[config.mk]
export PLATFORM = sky130hd
export DESIGN_NAME = adc_avg_filter
export DESIGN_NICKNAME = d
export VERILOG_FILES = /design/src/rtl/adc_pkg.sv /design/src/rtl/adc_minmax_track.sv /design/src/rtl/adc_avg_filter.sv
export SDC_FILE = /design/constraint.sdc
export NUM_CORES = 1
export LEC_CHECK = 0
export BUFFER_PORTS_ARGS = -buffer_cell sky130_fd_sc_hd__buf_2
export CORE_ASPECT_RATIO = 1.25
export CORE_UTILIZATION = 64
export CTS_BUF_LIST = sky130_fd_sc_hd__clkbuf_8 sky130_fd_sc_hd__clkbuf_16
export DETAILED_ROUTE_END_ITERATION = 12
export PLACE_DENSITY_LB_ADDON = 0.12
export SLEW_MARGIN = 20
export SYNTH_ARGS = -nofsm -noshare
export SYNTH_HDL_FRONTEND = slang
export SYNTH_HIERARCHICAL = 1
export SYNTH_SLANG_ARGS = --single-unit
[constraint.sdc]
create_clock -name adc_clk -period 5.3 [get_ports adc_clk]
set_input_delay 0.265 -clock adc_clk [delete_from_list [all_inputs] [get_ports adc_clk]]
set_output_delay 0.265 -clock adc_clk [all_outputs]
set_load 0.01 [all_outputs]
[src/rtl/adc_pkg.sv]
// Shared ADC-domain constants and types for the sample-processing blocks.
package adc_pkg;

  localparam int ADC_DATA_W = 12;

  // Wide all-ones pattern; users cast it down to their own sample width.
  localparam logic [31:0] ADC_ALL_ONES = '1;

  typedef enum logic {
    ST_FILL = 1'b0,
    ST_RUN  = 1'b1
  } adc_state_e;

endpackage

[src/rtl/adc_minmax_track.sv]
// Running minimum/maximum of a qualified sample stream, with a synchronous restart.
module adc_minmax_track
  import adc_pkg::*;
#(
  parameter int DATA_W = ADC_DATA_W
) (
  input  logic              adc_clk,
  input  logic              reset_n,
  input  logic [DATA_W-1:0] sample,
  input  logic              valid,
  input  logic              restart,
  output logic [DATA_W-1:0] run_min,
  output logic [DATA_W-1:0] run_max
);

  localparam logic [DATA_W-1:0] MIN_INIT = DATA_W'(ADC_ALL_ONES);

  logic [DATA_W-1:0] min_q, min_d;
  logic [DATA_W-1:0] max_q, max_d;

  // Restart wins over a sample in the same cycle; the caller folds that sample in itself.
  always_comb begin
    min_d = min_q;
    max_d = max_q;
    if (restart) begin
      min_d = MIN_INIT;
      max_d = '0;
    end else if (valid) begin
      if (sample < min_q) min_d = sample;
      if (sample > max_q) max_d = sample;
    end
  end

  always_ff @(posedge adc_clk or negedge reset_n) begin
    if (!reset_n) begin
      min_q <= MIN_INIT;
      max_q <= '0;
    end else begin
      min_q <= min_d;
      max_q <= max_d;
    end
  end

  assign run_min = min_q;
  assign run_max = max_q;

endmodule

[src/rtl/adc_avg_filter.sv]
// Block-average filter: averages windows of 2^LOG2_N samples, reports window min/max
// and a hysteresis level flag on the average.
module adc_avg_filter
  import adc_pkg::*;
#(
  parameter int DATA_W = ADC_DATA_W,
  parameter int LOG2_N = 4
) (
  input  logic              adc_clk,
  input  logic              reset_n,
  input  logic              response_valid,
  input  logic [DATA_W-1:0] response_data,
  input  logic              clear,
  input  logic [DATA_W-1:0] thresh_hi,
  input  logic [DATA_W-1:0] thresh_lo,
  output logic              avg_valid,
  output logic [DATA_W-1:0] avg_data,
  output logic [DATA_W-1:0] win_min,
  output logic [DATA_W-1:0] win_max,
  output logic              above,
  output adc_state_e        state_dbg
);

  localparam int ACC_W = DATA_W + LOG2_N;

  // response_valid qualifies response_data for exactly one cycle; there is no
  // ready, every qualified sample not coinciding with clear is consumed.
  logic                accept;
  logic                done;
  logic [ACC_W-1:0]    sum;
  logic [DATA_W-1:0]   avg_new;
  logic [DATA_W-1:0]   run_min;
  logic [DATA_W-1:0]   run_max;
  logic [DATA_W-1:0]   fin_min;
  logic [DATA_W-1:0]   fin_max;

  logic [ACC_W-1:0]    acc_q;
  logic [LOG2_N-1:0]   cnt_q;
  adc_state_e          state_q;
  logic                avg_valid_q;
  logic [DATA_W-1:0]   avg_q;
  logic [DATA_W-1:0]   win_min_q;
  logic [DATA_W-1:0]   win_max_q;
  logic                above_q;

  assign accept  = response_valid && !clear;
  assign done    = accept && (&cnt_q);
  assign sum     = acc_q + ACC_W'(response_data);
  assign avg_new = sum[ACC_W-1:LOG2_N];
  assign fin_min = (response_data < run_min) ? response_data : run_min;
  assign fin_max = (response_data > run_max) ? response_data : run_max;

  adc_minmax_track #(
    .DATA_W (DATA_W)
  ) u_minmax (
    .adc_clk (adc_clk),
    .reset_n (reset_n),
    .sample  (response_data),
    .valid   (accept),
    .restart (clear || done),
    .run_min (run_min),
    .run_max (run_max)
  );

  always_ff @(posedge adc_clk or negedge reset_n) begin
    if (!reset_n) begin
      acc_q       <= '0;
      cnt_q       <= '0;
      state_q     <= ST_FILL;
      avg_valid_q <= 1'b0;
      avg_q       <= '0;
      win_min_q   <= '0;
      win_max_q   <= '0;
      above_q     <= 1'b0;
    end else begin
      avg_valid_q <= done;
      if (clear) begin
        acc_q   <= '0;
        cnt_q   <= '0;
        state_q <= ST_FILL;
        above_q <= 1'b0;
      end else if (done) begin
        acc_q     <= '0;
        cnt_q     <= '0;
        state_q   <= ST_RUN;
        avg_q     <= avg_new;
        win_min_q <= fin_min;
        win_max_q <= fin_max;
        // Set is tested first so overlapping thresholds resolve to 1.
        if (avg_new >= thresh_hi)      above_q <= 1'b1;
        else if (avg_new <= thresh_lo) above_q <= 1'b0;
      end else if (accept) begin
        acc_q <= sum;
        cnt_q <= cnt_q + 1'b1;
      end
    end
  end

  assign avg_valid = avg_valid_q;
  assign avg_data  = avg_q;
  assign win_min   = win_min_q;
  assign win_max   = win_max_q;
  assign above     = above_q;
  assign state_dbg = state_q;

endmodule

* Word-level counts from Yosys, hierarchy flattened *
Cells that the tools add are included.

word-level totals
  register bits after elaboration = 83
  input port bits = 40
  output and inout bits = 39
  logic and storage cells = 46

operators by class
  add/sub/neg operators = 2
  magnitude comparators = 4
  muxes and demuxes = 18
  bitwise logic cells = 1
  reductions and logical operators = 11

operators by type and width
  operator               count
  $mux W12               6
  $mux W16               3
  $add A16 B12 Y16       1
  $ge A12 B12 Y1         1
  $gt A12 B12 Y1         1
  $le A12 B12 Y1         1
  $lt A12 B12 Y1         1
  $mux W4                3
  $mux W1                6
  $reduce_bool A3 Y1     2
  $add A4 B1 Y4 const B  1
  $reduce_and A2 Y1      2
  $reduce_and A4 Y1      1
  $reduce_bool A2 Y1     2
  $logic_and A1 B1 Y1    2
  $logic_not A1 Y1       1
  $logic_or A1 B1 Y1     1
  $not A1 Y1             1

* Longest topological paths before layout *
Gate-level depths: netlist of run 1.

  depth in word-level cells = 6
  depth in mapped cells = 16
  mapped depth without buffers = 16

* Modules after synthesis *
The synthesis of run 1 kept the hierarchy.

by module, submodules not included
  module            times used  cells each  area each (um^2)  seq. area each (um^2)
  adc_avg_filter    1           458         4,294.1           1,476.4
  adc_minmax_track  1           208         1,888.1           615.6

* Worst setup path after synthesis of run 1 *
Ideal clock, no wire load.

  path kind = reg2reg
  start = register acc_q[0]
  end = register above_q (netlist: above)
  library setup time = 0.130 ns
  data arrival time = 3.053 ns
  data required time = 5.170 ns
  path slack = 2.117 ns
  stages on the path, launching flop included = 16
  buffers on the path = 0
  clock period less this slack = 3.183 ns
  path through = dfrtp_1 ha_1 inv_1 fa_1 nand2b_1 a21oi_1 a211oi_1 o21bai_1 and3_1 nor2_1 ha_1 a21o_1 a21o_1 a2111oi_0 a21o_1 a21oi_1

on the way
  cells in the longest elaborated chain, start to end = 5
  elaborated cells between the ends (all ways) = 8
  classes of those cells = 1 x add/sub; 2 x order compare; 3 x mux; 2 x reduce/logical

ends and longest elaborated chain
  item                    RTL line              text
  from (decl)             adc_avg_filter.sv:37  logic [ACC_W-1:0] acc_q;
  from (signal assigned)  adc_avg_filter.sv:93  acc_q <= sum;
  $add A16 B12 Y16 (*)    adc_avg_filter.sv:48  assign sum = acc_q + ACC_W'(response_data);
  named net sum[12]       adc_avg_filter.sv:30  logic [ACC_W-1:0] sum;
  $ge A12 B12 Y1          adc_avg_filter.sv:90  if (avg_new >= thresh_hi) above_q <= 1'b1;
  $mux W1                 adc_avg_filter.sv:90
  $mux W1                 adc_avg_filter.sv:82  end else if (done) begin
  $mux W1                 adc_avg_filter.sv:77  if (clear) begin
  to (signal assigned)    adc_avg_filter.sv:81  above_q <= 1'b0;
  to (signal assigned)    adc_avg_filter.sv:90
  to (signal assigned)    adc_avg_filter.sv:91  else if (avg_new <= thresh_lo) above_q <= 1'b0;
  to (decl)               adc_avg_filter.sv:44  logic above_q;

Mark *: on every way through the listed nets, which the timed path passes. The rest lies on a longest branch. The select of a mux whose other input is x is not followed.
A chain may end at the register's enable or synchronous reset.

* Worst setup path in the final report of run 1 *
Ends and elaborated chain as after synthesis.

==> results of run 1 <==
## worst max-delay path, cell delays in order, from the launching register on
cell	delay (ns)
dfrtp_1	0.35
ha_1	0.20
inv_1	0.07
fa_1	0.37
nand2b_1	0.19
a21oi_1	0.29
a211oi_1	0.17
o21bai_1	0.36
and3_1	0.24
nor2_1	0.08
ha_1	0.18
a21o_1	0.16
a21o_1	0.16
a2111oi_0	0.44
a21o_1	0.18
a21oi_1	0.07
## registers in the layout (all words and copies together) (netlist names)
| name | flops |
|---|---|
| u_minmax/run_max | 12 |
| u_minmax/run_min | 12 |
| above | 1 |
| win_min | 12 |
| avg_valid | 1 |
| cnt_q | 4 |
| win_max | 12 |
| acc_q | 16 |
| state_dbg | 1 |
| avg_data | 12 |
## power breakdown
group          switching (W)  internal (W)  leakage [nW]
sequential         0.0000291      0.000667          1.10
clock               0.000256      0.000374         0.147
combinational       0.000299      0.000195          2.35
total               0.000584       0.00124          3.61
## placed cells by master, fill, tap and decap left out, drive strengths merged, types with 11 or more instances in the layout
| cell | n |
|---|---|
| ha | 83 |
| buf | 81 |
| inv | 80 |
| dfrtp | 71 |
| nand2 | 53 |
| a21oi | 46 |
| nor2 | 37 |
| o21ai | 20 |
| o211ai | 16 |
| nand3 | 16 |
| o21a | 15 |
| nor2b | 15 |
| a21o | 13 |
| o221a | 13 |
| mux2i | 13 |
| o32a | 12 |
| dfstp | 12 |
| nand4 | 12 |
| or4 | 11 |
| o311ai | 11 |
## layer usage
metal  wire length, um  vias to the layer above
met4               580                        0
met3               834                       46
met5                 0                        -
met1              6188                     2653
met2              8043                      207
li1                  -                     2570
## layout make-up
| cell class | count | area [um2] |
|---|---|---|
| Fill cell | 718 | 2354 |
| Inverter | 78 | 292.8 |
| Timing Repair Buffer | 81 | 419.2 |
| Multi-Input combinational cell | 478 | 3664 |
| Clock buffer | 10 | 239.0 |
| Sequential cell | 83 | 2092 |
| Clock inverter | 6 | 57.56 |
| Tap cell | 123 | 153.9 |
## worst min path at each step
stage                start     endpoint  slack, ns
2_1_floorplan      reset_n        above      -0.03
5_1_grt            reset_n   win_min[4]       0.05
6_report           reset_n   win_min[5]      -0.03
4_1_cts            reset_n   win_min[4]       0.16
3_3_place_gp   avg_data[4]  avg_data[4]       0.45
3_5_place_dp   avg_data[4]  avg_data[4]       0.46
## cell families (layout without fill, tap and decap cells)
group,after synthesis,after routing,synth area share
XOR/XNOR,11,11,0.01558
flip-flops,83,83,0.3384
multiplexers,18,18,0.03015
AO/OA/AOI/OAI,187,187,0.2275
buffers and inverters,105,175,0.06942
AND/OR/NAND/NOR,178,178,0.1477
adder cells (fa/ha/maj),84,84,0.1712
## per-stage QoR
stage	cells	setup slack (ns)	util	hold slack, ns	power [W]
after floorplan	666	2.117	-	-0.03059	0.001043
after global placement	843	1.689	0.7135	0.4548	0.001158
after detailed placement	843	1.566	0.7135	0.4587	0.001188
after CTS	859	1.670	0.7455	0.1557	0.001819
after global routing	859	1.298	0.7462	0.04534	0.001909
final	859	1.665	0.7462	-0.03046	0.001819
==> flow_metrics.tcl, run 1 <==
set metrics [dict create \
    syn_nets 790 \
    synthFlopType "dfrtp_1" \
    layout-drive-gt1-share 0.2024 \
    synthTopCellsByCount "83 x ha_1, 78 x inv_1, 71 x dfrtp_1, 53 x nand2_1, 46 x a21oi_1" \
    violations "negative hold slack" \
    critPathRequiredTime_ns 5.51 \
    critPathMaxFanout 6 \
    cp.arrival_ns 3.85 \
    endpoint_kind_of_the_worst_setup_timing_path "flop" \
    globalplace.congestion 0.9416 \
    grt_antenna_before_repair 0 \
    timing.clock.skew_ns 0.009095 \
    finalWorstPathRequiredPeriod_ns 3.635 \
    die_height_um 111.9 \
    worst_r2r_startpoint "acc_q[0]" \
    cts_post_setup_buffers_inserted 0 \
    final_hold_viol_count 13 \
    regToRegEndpoint "above" \
    worst_setup_path_start_kind "flop" \
    remaining_drc_errors 0 \
    ctsHtreeMaxLevel 3 \
    netlist_area_um2 6182 \
    rows 39 \
    dpl-instance-area_um2 6615 \
    nNetsFinal 855 \
    dr.first_iter.drc_count 389 \
    grt-busiest-layer "met2" \
    post-route-cell-area_um2 6918 \
    rsz0062_at_grt "false" \
    critical_path_class "flop to flop" \
    start_util 0.6668 \
    postSynthAreaPerCell_um2 9.283 \
    timing.fmax_mhz 275.1 \
    routed-via-count 5476 \
    tightest_slew_ns 1.084 \
    route.detailed.vias_per_inst 6.375 \
    setup_viol 0 \
    gr-usage-met2 0.5892 \
    synth-seq-area-share 0.3384 \
    diodes_inserted 0 \
    p_per_area_nw_per_um2 263.0 \
    synth_area_leaders "dfrtp_1 29%, ha_1 17%, dfstp_2 5.1%" \
    maximum_number_of_pins_on_one_net_before_global_route_repair 84 \
    maxSlewHeadroom 0.2764 \
    run_status "finished with violations" \
    grt.total_usage 0.3223 \
    cts.hold.buffers_added 0 \
    drt-total-wl_um 15650 \
    maximum_buffer_depth_of_the_clock_tree 2 \
    tritoncts "done" \
    drt_pre_antenna_iters 5 \
    cts_repair_resize_count 0 \
    number_of_global_route_vias_before_repair 5583 \
    yosys.cell_count.top_type "ha_1" \
    insertion_delay_ns 0.34 \
    syn_inst 666 \
    cap_violations 0 \
    dieArea_um2 10060 \
    worst_setup_path_startpoint "acc_q[0]" \
    dr_wl_cell_um 18.21 \
    synth.ff_latch_count 83 \
    clock_sink_count 83 \
    grt_total_ovfl 0 \
    grt_pass1_wl_um 25900 \
    port_buffers 78 \
    rr_worst_depth 15 \
    synthDistinctLibCells 61 \
    slew_viol_final 0 \
    cts-buffers-inserted 9 \
    gr-usage-met3 0.04372 \
    dpl.hpwl_um 11370 \
    clockRootBuffer "clkbuf_16" \
    asyncSetResetFlopFracSynth 1.000 \
    yosysWarnings 6 \
    core_area_um2 9271 \
    timing.hold.worst.class "input port to asynchronous set/reset pin" \
    antenna_violating_nets_post_route 0 \
    setup_tns_ns 0 \
    area_leader_netlist "dfrtp_1" \
    dieWidth_um 89.91 \
    yosysTopAreaCellShare 0.2874 \
    worst_ir_drop_vdd_uv 161.3 \
    clkTransAtPathRegs_ns 0.06 \
    cellLeakagePower_nw 3.605 \
    gr-usage-met1 0.3646 \
    number_of_flops_mapped_to_enable_cells_by_yosys 0 \
    flow.area_growth_from_synthesis_pct 11.90 \
    holdWs_ns -0.03046 \
    final_min_period_over_clock_period 0.6859 \
    worstSetupEndpoint "above" \
    io-pin-count 79 \
    timing.reg2reg.setup_slack_ns 1.66 \
]
Power figures use the tool's default switching activity.
==> run 2, diff against run 1 <==
--- a/config.mk
+++ b/config.mk
@@ -7,7 +7,7 @@
 export LEC_CHECK = 0
 export BUFFER_PORTS_ARGS = -buffer_cell sky130_fd_sc_hd__buf_2
 export CORE_ASPECT_RATIO = 1.25
-export CORE_UTILIZATION = 64
+export CORE_UTILIZATION = 54
 export CTS_BUF_LIST = sky130_fd_sc_hd__clkbuf_8 sky130_fd_sc_hd__clkbuf_16
 export DETAILED_ROUTE_END_ITERATION = 12
 export PLACE_DENSITY_LB_ADDON = 0.12
==> constraint.sdc (replaced) <==
create_clock -name adc_clk -period 3.2 [get_ports adc_clk]
set_input_delay 0.16 -clock adc_clk [delete_from_list [all_inputs] [get_ports adc_clk]]
set_output_delay 0.16 -clock adc_clk [all_outputs]
set_load 0.01 [all_outputs]
==> flow_metrics.tcl, run 2 (synthesis results as in run 1) <==
set metrics [dict create \
    path_cells "ha_2 -> inv_1 -> fa_2 -> nand2b_4 -> a21oi_4 -> a211oi_4 -> or3_4 -> o31ai_4 -> a211oi_2 -> ha_1 -> a21o_1 -> a2111oi_2 -> a21o_1 -> a21oi_1" \
    dr.first_iter.drc_count 236 \
    die_height_um 121.6 \
    finalWorstPathRequiredPeriod_ns 3.079 \
    maxSlewHeadroom 0.5067 \
    layout_commonest_cell "inv_1" \
    clkTransAtPathRegs_ns 0.06 \
    largest_delay_share_family_worst_path "compound AO/OA/AOI/OAI gates" \
    dieWidth_um 97.70 \
    final_core_utilization 0.6723 \
    worst_ir_drop_vdd_uv 250.7 \
    drt_pre_antenna_iters 9 \
    remaining_drc_errors 10 \
    maximum_buffer_depth_of_the_clock_tree 2 \
    io-pin-count 79 \
    grt_pass1_wl_um 26990 \
    core_area_um2 11140 \
    rows 43 \
    final_hold_viol_count 0 \
    final_min_period_over_clock_period 0.9623 \
    setup_tns_ns 0 \
    critical_path_class "flop to flop" \
    tritoncts "done" \
    largest-register "acc_q" \
    start_util 0.5551 \
    route.detailed.vias_per_inst 6.089 \
    count_of_filler_cells_inserted_in_the_layout 901 \
    timing.clock.skew_ns 0.006227 \
    routed-via-count 5571 \
    insertion_delay_ns 0.33 \
    layout-drive-gt1-share 0.2846 \
    cp_common_cell "a21o_1" \
    ff_latch_area_um2 2092 \
    critical_path.max_stage_delay_ns 0.39 \
    timing.hold.worst.class "input port to flop" \
    dieArea_um2 11880 \
    worst_setup_path_start_kind "flop" \
    total_power_w 0.003212 \
    maximum_number_of_pins_on_one_net_before_global_route_repair 51 \
    setup_viol 0 \
    dpl.hpwl_um 12160 \
    grt_total_ovfl 0 \
    critPathRequiredTime_ns 3.41 \
    timing.fmax_mhz 324.7 \
    multi_input_area_um2 3890 \
    clockRootBuffer "clkbuf_16" \
    cts-buffers-inserted 9 \
    diodes_inserted 0 \
    grt_antenna_before_repair 0 \
    clock_sink_count 83 \
    tightest_slew_ns 0.7399 \
    violations "design-rule violations" \
    grt.total_usage 0.2900 \
    port_buffers 78 \
    flow.area_growth_from_synthesis_pct 21.11 \
    p_per_area_nw_per_um2 429.0 \
    dr_wl_cell_um 18.58 \
    globalplace.congestion 0.9020 \
    slew_viol_final 0 \
    rsz0062_at_grt "true" \
    cap_violations 0 \
    crit_buf_inv 1 \
    cp_slowest_cell "or3_4" \
    cp.arrival_ns 3.29 \
    nNetsFinal 899 \
    endpoint_kind_of_the_worst_setup_timing_path "flop" \
    cellLeakagePower_nw 3.851 \
    largest_reg_flops 16 \
    run_status "finished with violations" \
    number_of_global_route_vias_before_repair 5659 \
    critPathMaxFanout 3 \
    holdWs_ns 0.1527 \
    mostFrequentLayoutCells "79 x inv_1, 77 x ha_1, 77 x buf_2" \
    drt-total-wl_um 17000 \
    antenna_violating_nets_post_route 0 \
    ctsHtreeMaxLevel 3 \
]
## run 2: changes by cell type in the layout (fill, tap and decap cells not counted), sizes merged
cell | before | now
buf | 81 | 124
clkbuf | 10 | 9
clkinv | 1 | 2
clkinvlp | 2 | 3
dlygate4sd3 | 0 | 1
inv | 80 | 79
## run 2: layout make-up
class	instances	area share
clock buffer	9	0.03008
clock inverter	7	0.009358
inverter	78	0.03910
multi-input combinational	478	0.5196
sequential	83	0.2794
tap	135	0.02256
timing repair buffer	125	0.09993
## run 2: repair_timing
item,CTS,global route
hold endpoints to repair,26,0
resized for setup,11,28
endpoints found under the setup margin,1,1
hold buffers,1,0
pin swaps,8,21
buffers inserted,1,5
## run 2: path summary, 6_finish.rpt
path	cells past startpoint	slack [ns]	startpoint	endpoint
hold reg to reg	2	0.47	avg_data[7]	avg_data[7]
min in group asynchronous	2	0.30	reset_n	win_min[4]
hold / removal	2	0.15	clear	cnt_q[2]
max in group asynchronous	3	2.11	reset_n	u_minmax/run_min[9]
setup / recovery	14	0.12	acc_q[0]	above
setup reg to reg	14	0.12	acc_q[0]	above
## run 2: where the power goes
group,switching [W],internal [W],leakage [nW]
Combinational,0.000575,0.000448,2.61
Clock,0.000432,0.000602,0.139
Sequential,0.0000512,0.00110,1.10
Total,0.00106,0.00215,3.85
## run 2: stage by stage
stage | std cells | worst slack, ns | cell area [um2]
2_1_floorplan | 666 | 0.01703 | 6182
5_1_grt | 915 | -0.04483 | 7487
3_3_place_gp | 892 | -0.02960 | 6908
3_5_place_dp | 892 | -0.1342 | 6908
6_report | 915 | 0.1206 | 7487
4_1_cts | 910 | 0.001745 | 7268
## run 2: metal layers
| layer | track usage | part of all wire | vias up |
|---|---|---|---|
| met3 | 0.03672 | 0.040 | 49 |
| li1 | - | - | 2656 |
| met5 | 0 | 0 | - |
| met4 | 0.1534 | 0.040 | 0 |
| met2 | 0.5279 | 0.51 | 187 |
| met1 | 0.3330 | 0.41 | 2679 |
